`src/rtl/apb_arb_master.sv`:
```
// Two-requester round-robin arbiter driving an APB master (two slaves, selected by PADDR[AW-1]).
// Latency: accept at edge 0, SETUP cycle 1, ACCESS cycle 2+, done pulse the cycle after PREADY or timeout.
// Backpressure: reqN_ready is offered only in IDLE; PREADY=0 stretches ACCESS up to TIMEOUT cycles, then aborts.
module apb_arb_master #(
    parameter int AW      = 9,
    parameter int DW      = 8,
    parameter int TIMEOUT = 16
) (
    input  logic          PCLK,
    input  logic          PRESETn,
    input  logic          req0_valid,
    input  logic          req0_write,
    input  logic [AW-1:0] req0_addr,
    input  logic [DW-1:0] req0_wdata,
    output logic          req0_ready,
    output logic          req0_done,
    output logic [DW-1:0] req0_rdata,
    output logic          req0_err,
    input  logic          req1_valid,
    input  logic          req1_write,
    input  logic [AW-1:0] req1_addr,
    input  logic [DW-1:0] req1_wdata,
    output logic          req1_ready,
    output logic          req1_done,
    output logic [DW-1:0] req1_rdata,
    output logic          req1_err,
    output logic          PSEL1,
    output logic          PSEL2,
    output logic          PENABLE,
    output logic          PWRITE,
    output logic [AW-1:0] PADDR,
    output logic [DW-1:0] PWDATA,
    input  logic [DW-1:0] PRDATA1,
    input  logic [DW-1:0] PRDATA2,
    input  logic          PREADY,
    input  logic          PSLVERR
);

    typedef enum logic [1:0] {IDLE = 2'd0, SETUP = 2'd1, ACCESS = 2'd2} state_t;

    state_t        state_q, state_d;
    logic          prio_q, prio_d;      // 1: req1 wins a tie, 0: req0 wins a tie
    logic          id_q, id_d;          // requester owning the transfer in flight
    logic [7:0]    cnt_q, cnt_d;        // PREADY=0 cycles already spent in ACCESS
    logic          psel1_q, psel1_d, psel2_q, psel2_d, penable_q, penable_d;
    logic          pwrite_q, pwrite_d;
    logic [AW-1:0] paddr_q, paddr_d;
    logic [DW-1:0] pwdata_q, pwdata_d;
    logic          done0_q, done0_d, done1_q, done1_d, err0_q, err0_d, err1_q, err1_d;
    logic [DW-1:0] rdata0_q, rdata0_d, rdata1_q, rdata1_d;

    logic          grant0, grant1, accept, acc_id, acc_write;
    logic [AW-1:0] acc_addr;
    logic [DW-1:0] acc_wdata, cap_rdata, fin_rdata;
    logic          fin, fin_err;

    // A lone requester always wins; on a tie the pointer decides.
    assign grant0     = req0_valid & (~req1_valid | ~prio_q);
    assign grant1     = req1_valid & (~req0_valid |  prio_q);
    assign req0_ready = (state_q == IDLE) & grant0;
    assign req1_ready = (state_q == IDLE) & grant1;
    assign accept     = req0_ready | req1_ready;
    assign acc_id     = req1_ready;
    assign acc_write  = acc_id ? req1_write : req0_write;
    assign acc_addr   = acc_id ? req1_addr  : req0_addr;
    assign acc_wdata  = acc_id ? req1_wdata : req0_wdata;
    // Read data comes from whichever slave the latched address selects; writes return zero.
    assign cap_rdata  = pwrite_q ? '0 : (paddr_q[AW-1] ? PRDATA2 : PRDATA1);

    assign PSEL1      = psel1_q;
    assign PSEL2      = psel2_q;
    assign PENABLE    = penable_q;
    assign PWRITE     = pwrite_q;
    assign PADDR      = paddr_q;
    assign PWDATA     = pwdata_q;
    assign req0_done  = done0_q;
    assign req1_done  = done1_q;
    assign req0_rdata = rdata0_q;
    assign req1_rdata = rdata1_q;
    assign req0_err   = err0_q;
    assign req1_err   = err1_q;

    // Next-state logic: sequence IDLE -> SETUP -> ACCESS and build the registered APB/completion outputs.
    always_comb begin
        state_d   = state_q;
        prio_d    = prio_q;
        id_d      = id_q;
        cnt_d     = cnt_q;
        psel1_d   = psel1_q;
        psel2_d   = psel2_q;
        penable_d = penable_q;
        pwrite_d  = pwrite_q;
        paddr_d   = paddr_q;
        pwdata_d  = pwdata_q;
        done0_d   = 1'b0;
        done1_d   = 1'b0;
        rdata0_d  = '0;
        rdata1_d  = '0;
        err0_d    = 1'b0;
        err1_d    = 1'b0;
        fin       = 1'b0;
        fin_err   = 1'b0;
        fin_rdata = '0;
        case (state_q)
            IDLE: begin
                if (accept) begin
                    id_d      = acc_id;
                    prio_d    = ~acc_id;
                    pwrite_d  = acc_write;
                    paddr_d   = acc_addr;
                    pwdata_d  = acc_write ? acc_wdata : '0;
                    psel1_d   = ~acc_addr[AW-1];
                    psel2_d   = acc_addr[AW-1];
                    penable_d = 1'b0;
                    state_d   = SETUP;
                end
            end
            SETUP: begin
                penable_d = 1'b1;
                cnt_d     = '0;
                state_d   = ACCESS;
            end
            ACCESS: begin
                if (PREADY) begin
                    fin       = 1'b1;
                    fin_rdata = cap_rdata;
                    fin_err   = PSLVERR;
                end else if (cnt_q == 8'(TIMEOUT - 1)) begin
                    fin       = 1'b1;
                    fin_err   = 1'b1;
                end else begin
                    cnt_d = cnt_q + 8'd1;
                end
                if (fin) begin
                    psel1_d   = 1'b0;
                    psel2_d   = 1'b0;
                    penable_d = 1'b0;
                    state_d   = IDLE;
                end
            end
            default: state_d = IDLE;
        endcase
        if (fin) begin
            if (id_q) begin
                done1_d  = 1'b1;
                rdata1_d = fin_rdata;
                err1_d   = fin_err;
            end else begin
                done0_d  = 1'b1;
                rdata0_d = fin_rdata;
                err0_d   = fin_err;
            end
        end
    end

    // State and output registers; reset drops everything and favours req0.
    always_ff @(posedge PCLK or negedge PRESETn) begin
        if (!PRESETn) begin
            state_q   <= IDLE;
            prio_q    <= 1'b0;
            id_q      <= 1'b0;
            cnt_q     <= '0;
            psel1_q   <= 1'b0;
            psel2_q   <= 1'b0;
            penable_q <= 1'b0;
            pwrite_q  <= 1'b0;
            paddr_q   <= '0;
            pwdata_q  <= '0;
            done0_q   <= 1'b0;
            done1_q   <= 1'b0;
            rdata0_q  <= '0;
            rdata1_q  <= '0;
            err0_q    <= 1'b0;
            err1_q    <= 1'b0;
        end else begin
            state_q   <= state_d;
            prio_q    <= prio_d;
            id_q      <= id_d;
            cnt_q     <= cnt_d;
            psel1_q   <= psel1_d;
            psel2_q   <= psel2_d;
            penable_q <= penable_d;
            pwrite_q  <= pwrite_d;
            paddr_q   <= paddr_d;
            pwdata_q  <= pwdata_d;
            done0_q   <= done0_d;
            done1_q   <= done1_d;
            rdata0_q  <= rdata0_d;
            rdata1_q  <= rdata1_d;
            err0_q    <= err0_d;
            err1_q    <= err1_d;
        end
    end

endmodule

```
`config.mk`:
```
export PLATFORM = sky130hd
export DESIGN_NAME = apb_arb_master
export DESIGN_NICKNAME = d
export VERILOG_FILES = /design/src/rtl/apb_arb_master.sv
export SDC_FILE = /design/constraint.sdc
export NUM_CORES = 1
export LEC_CHECK = 0
export ABC_CLOCK_PERIOD_IN_PS = 1400
export CAP_MARGIN = 30
export CORE_ASPECT_RATIO = 1.2
export CORE_MARGIN = 2
export CORE_UTILIZATION = 39
export CTS_BUF_LIST = sky130_fd_sc_hd__clkbuf_4 sky130_fd_sc_hd__clkbuf_8
export DETAILED_ROUTE_END_ITERATION = 8
export GPL_ROUTABILITY_DRIVEN = 0
export PLACE_DENSITY = 0.77
export SLEW_MARGIN = 20
export SYNTH_ARGS = -nofsm -noshare
export SYNTH_HDL_FRONTEND = slang
export SYNTH_SLANG_ARGS = --single-unit
export TNS_END_PERCENT = 30
```
`constraint.sdc`:
```
create_clock -name PCLK -period 1.4 [get_ports PCLK]
set_input_delay 0.21 -clock PCLK [delete_from_list [all_inputs] [get_ports PCLK]]
set_output_delay 0.21 -clock PCLK [all_outputs]
set_load 0.01 [all_outputs]
```
After elaboration in Yosys (flattened, before gate mapping) --
Index checks and enable logic that the tools add are counted.
Cells by class: add/sub/neg operators 1, multiply operators 0, divide/modulo/power cells 0, $lt $le $gt $ge 0, eq/ne operators 7, shift operators 0, muxes and demuxes 39, bitwise logic cells 12, reduce and logical (&&, ||, !) cells 9
Operator list (count):
- 2-to-1 mux 8 bit | 12
- 2-to-1 mux 1 bit | 19
- case mux 8 bit (2 select lines) | 1
- 2-to-1 mux 9 bit | 1
- AND reduction 3 bit | 3
- adder 8 x 1 -> 8 bit, second input constant | 1
- equality test 8 x 4 -> 1 bit, second input constant | 1
- inequality test 2 bit, second input constant | 4
- case mux 2 bit (3 select lines) | 1
- NOT 1 bit | 5
- AND 1 bit | 4
- 2-to-1 mux 2 bit | 2
- case mux 1 bit (2 select lines) | 2
- AND reduction 2 bit | 2
- nonzero test 2 bit | 2
- bitwise OR 1 bit | 3
- case mux 1 bit (3 select lines) | 1
- nonzero test 3 bit | 1
- equality test 2 x 1 -> 1 bit, second input constant | 1
- equality test 2 bit, second input constant | 1
- zero test 2 bit | 1
Storage, ports and cells: register bits 53, latch bits 0, RAM bits 0, bits in read-only memories 0, bits of input ports 58, memories kept 0

Longest topological paths before layout --
Gate-level depths: netlist (run 1).
depth in word-level cells 8, gate-level depth with buffers 5, depth with buffers taken out 5

Worst setup path before layout (run 1) --
OpenSTA, ideal clock, no wires.
path type flip-flop to flip-flop, start point register state_q[0], end point register cnt_q[5], arrival 1.432 ns, required time 1.269 ns, setup slack -0.163 ns, stages on the path, launching flop included 5, path buffers 0, cell sequence dfrtp_1 > or3b_1 > a21o_4 > o311ai_1 > nand3_1
On the way: longest elaborated chain between the ends 3
Ends and longest elaborated chain:
- start: declaration | RTL line 41 | state_t state_q, state_d;
- start signal: assignment | RTL line 176 | state_q <= state_d;
- equality test 2 bit / equality test 2 x 1 -> 1 bit (equally long branches) | RTL line 104 | case (state_q)
- inequality test 2 bit (no source line) / nonzero test 2 bit (equally long branches)
- AND reduction 3 bit (no source line)
- end signal: assignment | RTL line 179 | cnt_q <= cnt_d;
- end: declaration | RTL line 44 | logic [7:0] cnt_q, cnt_d;
Parallel ways exist; a longest one is shown, timed or not. A chain may end at the register's enable or synchronous reset.

Worst setup path after layout (run 1) --
Ends and elaborated chain as after synthesis.

==> results of run 1 <==
==> what timing repair did <==
action | CTS | global route
setup buffers | 7 | 5
setup endpoints to repair | 72 | 71
pin swaps | 18 | 34
gates cloned | 2 | 0
endpoints found under the hold margin | 53 | 0
hold buffers | 1 | 0
resized for setup | 61 | 44
==> worst max-delay path, cell delays in order, from the launching register on <==
cell and delay (ns):
sky130_fd_sc_hd__dfrtp_2 0.46, sky130_fd_sc_hd__or3b_4 0.42, sky130_fd_sc_hd__a21o_4 0.23, sky130_fd_sc_hd__o311ai_4 0.20
sky130_fd_sc_hd__nand3_1 0.11
==> per-layer routing <==
metal,vias to the layer above,wire length (um),track usage [%]
met5,-,0,0
met3,9,331,3.60
met1,1008,2440,22.8
met4,0,100,5.56
met2,73,3460,35.5
li1,986,-,-
==> sequential cells by signal (all words and copies together) (netlist names), 2 cells and up <==
register,cells
PADDR,9
PWDATA,8
cnt_q,8
req0_rdata,8
req1_rdata,8
state_q,2
==> metrics by stage <==
step | setup slack [ns] | power, W | cell area (um2)
5_1_grt | -0.203 | 0.00605 | 3920
2_1_floorplan | -0.0913 | 0.00326 | 2230
6_report | -0.149 | 0.00570 | 3920
3_5_place_dp | -0.613 | 0.00461 | 3530
4_1_cts | -0.188 | 0.00557 | 3790
3_3_place_gp | -0.570 | 0.00457 | 3530
==> cells in the final DEF, fill, tap and decap left out, types with 2 or more instances in the layout <==
cell type,synthesis,routed
sky130_fd_sc_hd__clkdlybuf4s50_1,0,57
sky130_fd_sc_hd__dfrtp_1,53,51
sky130_fd_sc_hd__nand2_1,35,30
sky130_fd_sc_hd__buf_4,0,26
sky130_fd_sc_hd__dlygate4sd2_1,0,22
sky130_fd_sc_hd__dlymetal6s2s_1,0,18
sky130_fd_sc_hd__inv_1,14,14
sky130_fd_sc_hd__nor2_1,21,11
sky130_fd_sc_hd__buf_6,0,11
sky130_fd_sc_hd__mux2_2,8,8
sky130_fd_sc_hd__nor2_4,0,8
sky130_fd_sc_hd__a222oi_1,8,8
sky130_fd_sc_hd__a32oi_1,8,8
sky130_fd_sc_hd__clkbuf_8,0,6
sky130_fd_sc_hd__nand2_2,0,5
sky130_fd_sc_hd__nand3_1,7,4
sky130_fd_sc_hd__mux2i_1,5,4
sky130_fd_sc_hd__nand3_2,0,3
sky130_fd_sc_hd__a21o_1,2,2
sky130_fd_sc_hd__nor2_2,0,2
sky130_fd_sc_hd__nand2b_1,2,2
sky130_fd_sc_hd__nand4_1,2,2
sky130_fd_sc_hd__o211ai_1,2,2
sky130_fd_sc_hd__o21ai_1,0,2
sky130_fd_sc_hd__a22o_1,2,2
sky130_fd_sc_hd__buf_2,2,2
sky130_fd_sc_hd__buf_12,0,2
sky130_fd_sc_hd__dfrtp_2,0,2
==> how the worst max path moves through the flow <==
stage,from,endpoint,slack [ns]
floorplan,state_q[1]$_DFFE_PN0P_,cnt_q[5]$_DFFE_PN0P_,-0.09
global route,state_q[1]$_DFFE_PN0P_,req1_ready,-0.20
detailed placement,req1_valid,PSEL1$_DFFE_PN0P_,-0.61
CTS,state_q[0]$_DFFE_PN0P_,req1_ready,-0.19
global placement,req1_valid,PSEL1$_DFFE_PN0P_,-0.57
finish,state_q[0]$_DFFE_PN0P_,cnt_q[5]$_DFFE_PN0P_,-0.15
==> cell families after synthesis <==
family / synth area share, %
compound gates: 13.6
fa+ha+maj: 0.563
mux: 6.31
simple gates: 15.8
buf+inv: 4.00
flops: 59.7
==> cell type report <==
type / instances / area, um2 / area share (%)
timing repair buffer: 140 / 1380 / 35.3
multi-input combinational: 126 / 980 / 25.0
clock inverter: 1 / 7.51 / 0.192
inverter: 15 / 56.3 / 1.44
tap: 64 / 80.1 / 2.04
clock buffer: 6 / 82.6 / 2.11
sequential: 53 / 1330 / 33.9
==> power by group through the flow <==
stage          Combinational (W)  Clock, W  Sequential (W)
6_report                 0.00269  0.000854         0.00216
5_1_grt                  0.00293  0.000935         0.00219
4_1_cts                  0.00253  0.000892         0.00215
3_5_place_dp             0.00244         0         0.00217
3_3_place_gp             0.00240         0         0.00216
2_1_floorplan           0.000969         0         0.00229
==> impl_metrics.yaml, run 1 <==
global_routing:
  global_route.usage.total_pct: 19.4
  grt_antenna_before_repair: 0
  vias_in_the_first_global_route: 2077
  grt_start_max_net_pins: 54
  grt_first_pass_wirelength_um: 9490
  grt.overflow.total: 0
logic_synthesis:
  mappedNetlistNets: 261
  yosys_synthesis_warning_count: 0
  synthesis.area_per_instance_um2: 11.0
  number_of_enable_type_register_cells_in_the_synthesized_netlist: 0
  portion_of_synthesized_cell_area_occupied_by_the_leading_cell_type_pct: 59.7
  asyncSetResetFlopFracSynth_pct: 100
  mapped_area_um2: 2220
  post-synth-top-area-cell: "sky130_fd_sc_hd__dfrtp_1"
  synth.most_common_cell: "sky130_fd_sc_hd__dfrtp_1"
  yosys-top-cells-count: "sky130_fd_sc_hd__dfrtp_1 (53), sky130_fd_sc_hd__nand2_1 (35), sky130_fd_sc_hd__nor2_1 (21)"
  synth_seq_area_share_pct: 59.7
  synthDistinctLibCells: 38
  yosys_register_bits: 53
  ys.flop_type: "sky130_fd_sc_hd__dfrtp_1"
  syn-instance-count: 202
  yosys-top-cells-area: "sky130_fd_sc_hd__dfrtp_1 (60%), sky130_fd_sc_hd__nand2_1 (5.9%), sky130_fd_sc_hd__mux2_2 (4.1%)"
timing:
  finalSetupViolations: 32
  holdWs_ns: 0.429
  grt_setup_unrepaired: "yes"
  final.min_clock_period_ns: 1.55
  max-slew-margin-rel_pct: 77.0
  hold_viol_final: 0
  timing.fmax_ghz: 0.645
  post-route-worst-setup-slack_ns: -0.149
  setup-tns-final_ns: -1.45
  final_max_slew_viol_count: 0
  worst_slew_pin_slew_ns: 0.345
  fin_skew_ns: 0.00635
  final_min_period_over_clock_period_pct: 111
detailed_routing:
  antenna_violating_nets_post_route: 0
  avgViaCountPerCell: 5.13
  firstDrtPassIters: 5
  wl_um: 6330
  drt-initial-drc-count: 115
  route.vias.total: 2076
  wire_per_inst_um: 15.6
  drcViolationCount: 0
cells_and_area:
  post_layout_nonfiller_instances: 405
  final_util_pct: 70.0
  area.growth.synth_to_final_pct: 76.4
  antenna-diode-count: 0
  n_fill_cell: 417
  net_count_reported_at_finish: 400
  drive_above_1_share_pct: 26.7
worst_setup_path:
  worst_r2r_startpoint: "state_q[0]$_DFFE_PN0P_"
  cp-start-kind: "register"
  worstSetupPathType: "register to register"
  timing.rr.end: "cnt_q[5]$_DFFE_PN0P_"
  worstPathRequired_ns: 1.58
  rr_worst_depth: 4
  reg2reg_slack_ns: -0.15
  critical_path_arrival_ns: 1.73
  worstSetupEndpointType: "register"
  critical_path.max_fanout: 7
clocking:
  tritoncts_clock_tree: "done"
  clock_sinks: 53
  path_clk_slew_ns: 0.09
  tritoncts_buffers: 5
  cts-root-to-sink-buffers: 2
  h-tree-depth: 2
  ctsRootBufferMaster: "sky130_fd_sc_hd__clkbuf_8"
  worstSkewPairLatency_ns: 0.30
power_and_ir_drop:
  power.density_nw_per_um2: 1460
  ir_drop_v: 0.00105
  power.sequential.fraction_pct: 37.8
  switching_share_pct: 35.0
  cellInternalPower_w: 0.00370
  pwr-share-comb_pct: 47.2
  switchingPower_w: 0.00200
  power_leakage_nw: 2.17
  clockPowerShare_pct: 15.0
floorplan:
  pin_count: 101
  initial_utilization_pct: 39.7
  fp.coreArea_um2: 5590
  die_height_um: 86.7
  floorplan.die.width_um: 72.9
  die_area_um2: 6320
  core.rowCount: 30
placement:
  number_of_cells_after_detailed_placement: 385
  hpwl_um: 4100
  io_buffers: 100
worst_hold_path:
  holdCritPathClass: "primary input to asynchronous set/reset pin"
run_status:
  failed_checks: "setup timing"
  outcome: "complete, but fails checks"
job:
  maxCapViolations: 0
(Power assumes the default switching activity.)
==> run 2, diff against run 1 <==
CORE_MARGIN = default   (was 2)
==> run 2 against run 1 <==
  * The flow finishes with violations (DRC, setup timing)
  * Power grew 4.1%
  * Via count grew 0.72%
  * Utilization up 2.8 points
  * First-iteration DRC count grew 15%
  * Fmax decreased by 7.6%
  * Die area fell by 5.0%
  * Final cell count fell by 0.74%
==> impl_metrics.yaml, run 2 (same netlist as run 1, synthesis figures left out) <==
floorplan:
  initial_utilization_pct: 41.4
  fp.coreArea_um2: 5370
  die_height_um: 84.7
  core.rowCount: 29
  die_area_um2: 6000
  pin_count: 101
  floorplan.die.width_um: 70.9
timing:
  final_max_slew_viol_count: 0
  fin_skew_ns: 0.00900
  final_min_period_over_clock_period_pct: 120
  grt_setup_unrepaired: "yes"
  max-slew-margin-rel_pct: 77.2
  final.min_clock_period_ns: 1.68
  finalSetupViolations: 38
  hold_viol_final: 0
  post-route-worst-setup-slack_ns: -0.276
  worst_slew_pin_slew_ns: 0.341
  timing.fmax_ghz: 0.597
detailed_routing:
  wirelength_met1_um: 2460
  met3_wirelength_um: 481
  drt-initial-drc-count: 132
  route.vias.total: 2091
  wl_um: 6400
  wire_per_inst_um: 15.9
  top_layer: "met4"
  antenna_violating_nets_post_route: 0
  firstDrtPassIters: 7
  avgViaCountPerCell: 5.20
  wl_met2_um: 3430
  drcViolationCount: 20
power_and_ir_drop:
  power_leakage_nw: 2.20
  pwr-share-comb_pct: 46.0
  ir_drop_v: 0.00114
  switching_share_pct: 34.5
  power.sequential.fraction_pct: 36.5
  power.density_nw_per_um2: 1520
  switchingPower_w: 0.00205
  cellInternalPower_w: 0.00389
  clockPowerShare_pct: 17.5
worst_setup_path:
  slowest_stage: "sky130_fd_sc_hd__or3b_4"
  critPathTopFamily: "simple AND/OR/NAND/NOR gates"
  critical_path_arrival_ns: 1.85
  worstSetupEndpointType: "register"
  critical_path.max_fanout: 7
  worstPathRequired_ns: 1.58
  critical_path.cell_chain: "buf_6 -> or3b_4 -> a21o_4 -> o311ai_4 -> nand3_1"
  cp-start-kind: "register"
  worstSetupPathType: "register to register"
  cp_num_buf_inv: 1
  cp_slowest_stage_delay_ns: 0.42
clocking:
  h-tree-depth: 2
  tritoncts_clock_tree: "done"
  tritoncts_buffers: 5
  worstSkewPairLatency_ns: 0.30
  clock_sinks: 53
  ctsRootBufferMaster: "sky130_fd_sc_hd__clkbuf_8"
  cts-root-to-sink-buffers: 2
  path_clk_slew_ns: 0.09
global_routing:
  grt_first_pass_wirelength_um: 9810
  global_route.usage.total_pct: 20.8
  vias_in_the_first_global_route: 2106
  grt_start_max_net_pins: 54
  grt_antenna_before_repair: 0
  grt.overflow.total: 0
cells_and_area:
  area.growth.synth_to_final_pct: 76.1
  final_common_cell: "sky130_fd_sc_hd__clkdlybuf4s50_1"
  n_fill_cell: 385
  most_frequent_cells_in_the_layout: "sky130_fd_sc_hd__clkdlybuf4s50_1 (54), sky130_fd_sc_hd__dfrtp_1 (51), sky130_fd_sc_hd__nand2_1 (27), sky130_fd_sc_hd__buf_4 (27), sky130_fd_sc_hd__dlygate4sd2_1 (24)"
  antenna-diode-count: 0
  largest_register_ffs: 9
  drive_above_1_share_pct: 28.2
  net_count_reported_at_finish: 398
  stdcell_area_um2: 3910
placement:
  standard_cell_area_after_detailed_placement_um2: 3530
  worst_setup_slack_before_clock_tree_synthesis_ns: -0.637
  io_buffers: 100
  hpwl_um: 4190
worst_hold_path:
  holdCritPathClass: "primary input to asynchronous set/reset pin"
job:
  maxCapViolations: 0
run_status:
  failed_checks: "DRC, setup timing"
  outcome: "complete, but fails checks"
[run 2: changes by cell type in the layout (fill, tap and decap cells not counted), moves of 3 or more]
cell / change
sky130_fd_sc_hd__nor2_2: +6
sky130_fd_sc_hd__nand2_1: -3
sky130_fd_sc_hd__buf_6: -6
sky130_fd_sc_hd__inv_1: -3
sky130_fd_sc_hd__clkdlybuf4s50_1: -3
sky130_fd_sc_hd__nor2_4: -8
[run 2: power groups by stage]
stage / clock [W] / sequential, W / combinational (W)
detailed placement: 0 / 0.00219 / 0.00246
global route: 0.00112 / 0.00221 / 0.00295
CTS: 0.00105 / 0.00215 / 0.00252
floorplan: 0 / 0.00229 / 0.000969
global placement: 0 / 0.00219 / 0.00241
finish: 0.00104 / 0.00216 / 0.00273
[run 2: stage by stage]
step | cells | util, % | power (W) | hold slack (ns) | TNS (ns)
after floorplan | 202 | - | 0.00326 | -0.0856 | -0.355
after global placement | 383 | 65.7 | 0.00459 | 0.221 | -11.61
after detailed placement | 383 | 65.7 | 0.00465 | 0.221 | -13.56
after CTS | 398 | 69.8 | 0.00572 | 0.433 | -1.75
after global routing | 402 | 72.8 | 0.00628 | 0.458 | -7.24
final | 402 | 72.8 | 0.00593 | 0.419 | -4.01
[run 2: repair_timing]
| item | in CTS | in global routing |
|---|---|---|
| endpoints found under the hold margin | 53 | 0 |
| gates resized for setup | 59 | 40 |
| hold buffers | 1 | 0 |
| setup buffers | 6 | 3 |
| setup endpoints to repair | 73 | 70 |
| pin swaps | 11 | 36 |
| cloned | 1 | 1 |
[run 2: final timing paths]
kind	startpoint	endpoint	slack [ns]	cells after the start
setup / recovery	state_q[1]$_DFFE_PN0P_	cnt_q[5]$_DFFE_PN0P_	-0.28	5
hold / removal	PRESETn	PADDR[3]$_DFFE_PN0P_	0.42	3
setup reg to reg	state_q[1]$_DFFE_PN0P_	cnt_q[5]$_DFFE_PN0P_	-0.28	5
hold reg to reg	PWDATA[0]$_DFFE_PN0P_	PWDATA[0]$_DFFE_PN0P_	0.47	2
max in group asynchronous	PRESETn	state_q[1]$_DFFE_PN0P_	0.74	3
min in group PCLK	PWDATA[0]$_DFFE_PN0P_	PWDATA[0]$_DFFE_PN0P_	0.47	2
[run 2: per-layer routing]
layer	vias to the layer above	track usage, %
li1	983	-
met1	1022	24.6
met2	80	37.7
met3	6	5.28
met4	0	4.55
met5	-	0
[run 2: layout make-up]
class | count | area, um2 | area share [%]
repair buffers | 138 | 1380 | 35.3
multi-input cells | 126 | 955 | 24.4
flip-flops and latches | 53 | 1330 | 34.0
clock inverters | 3 | 46.3 | 1.18
inverters | 15 | 56.3 | 1.44
well taps | 62 | 77.6 | 1.98
clock buffers | 5 | 68.8 | 1.76
[run 2: worst min-delay path, delay by kind of cell]
family | cells | cell delay [ns]
buffers and inverters | 3 | 0.89
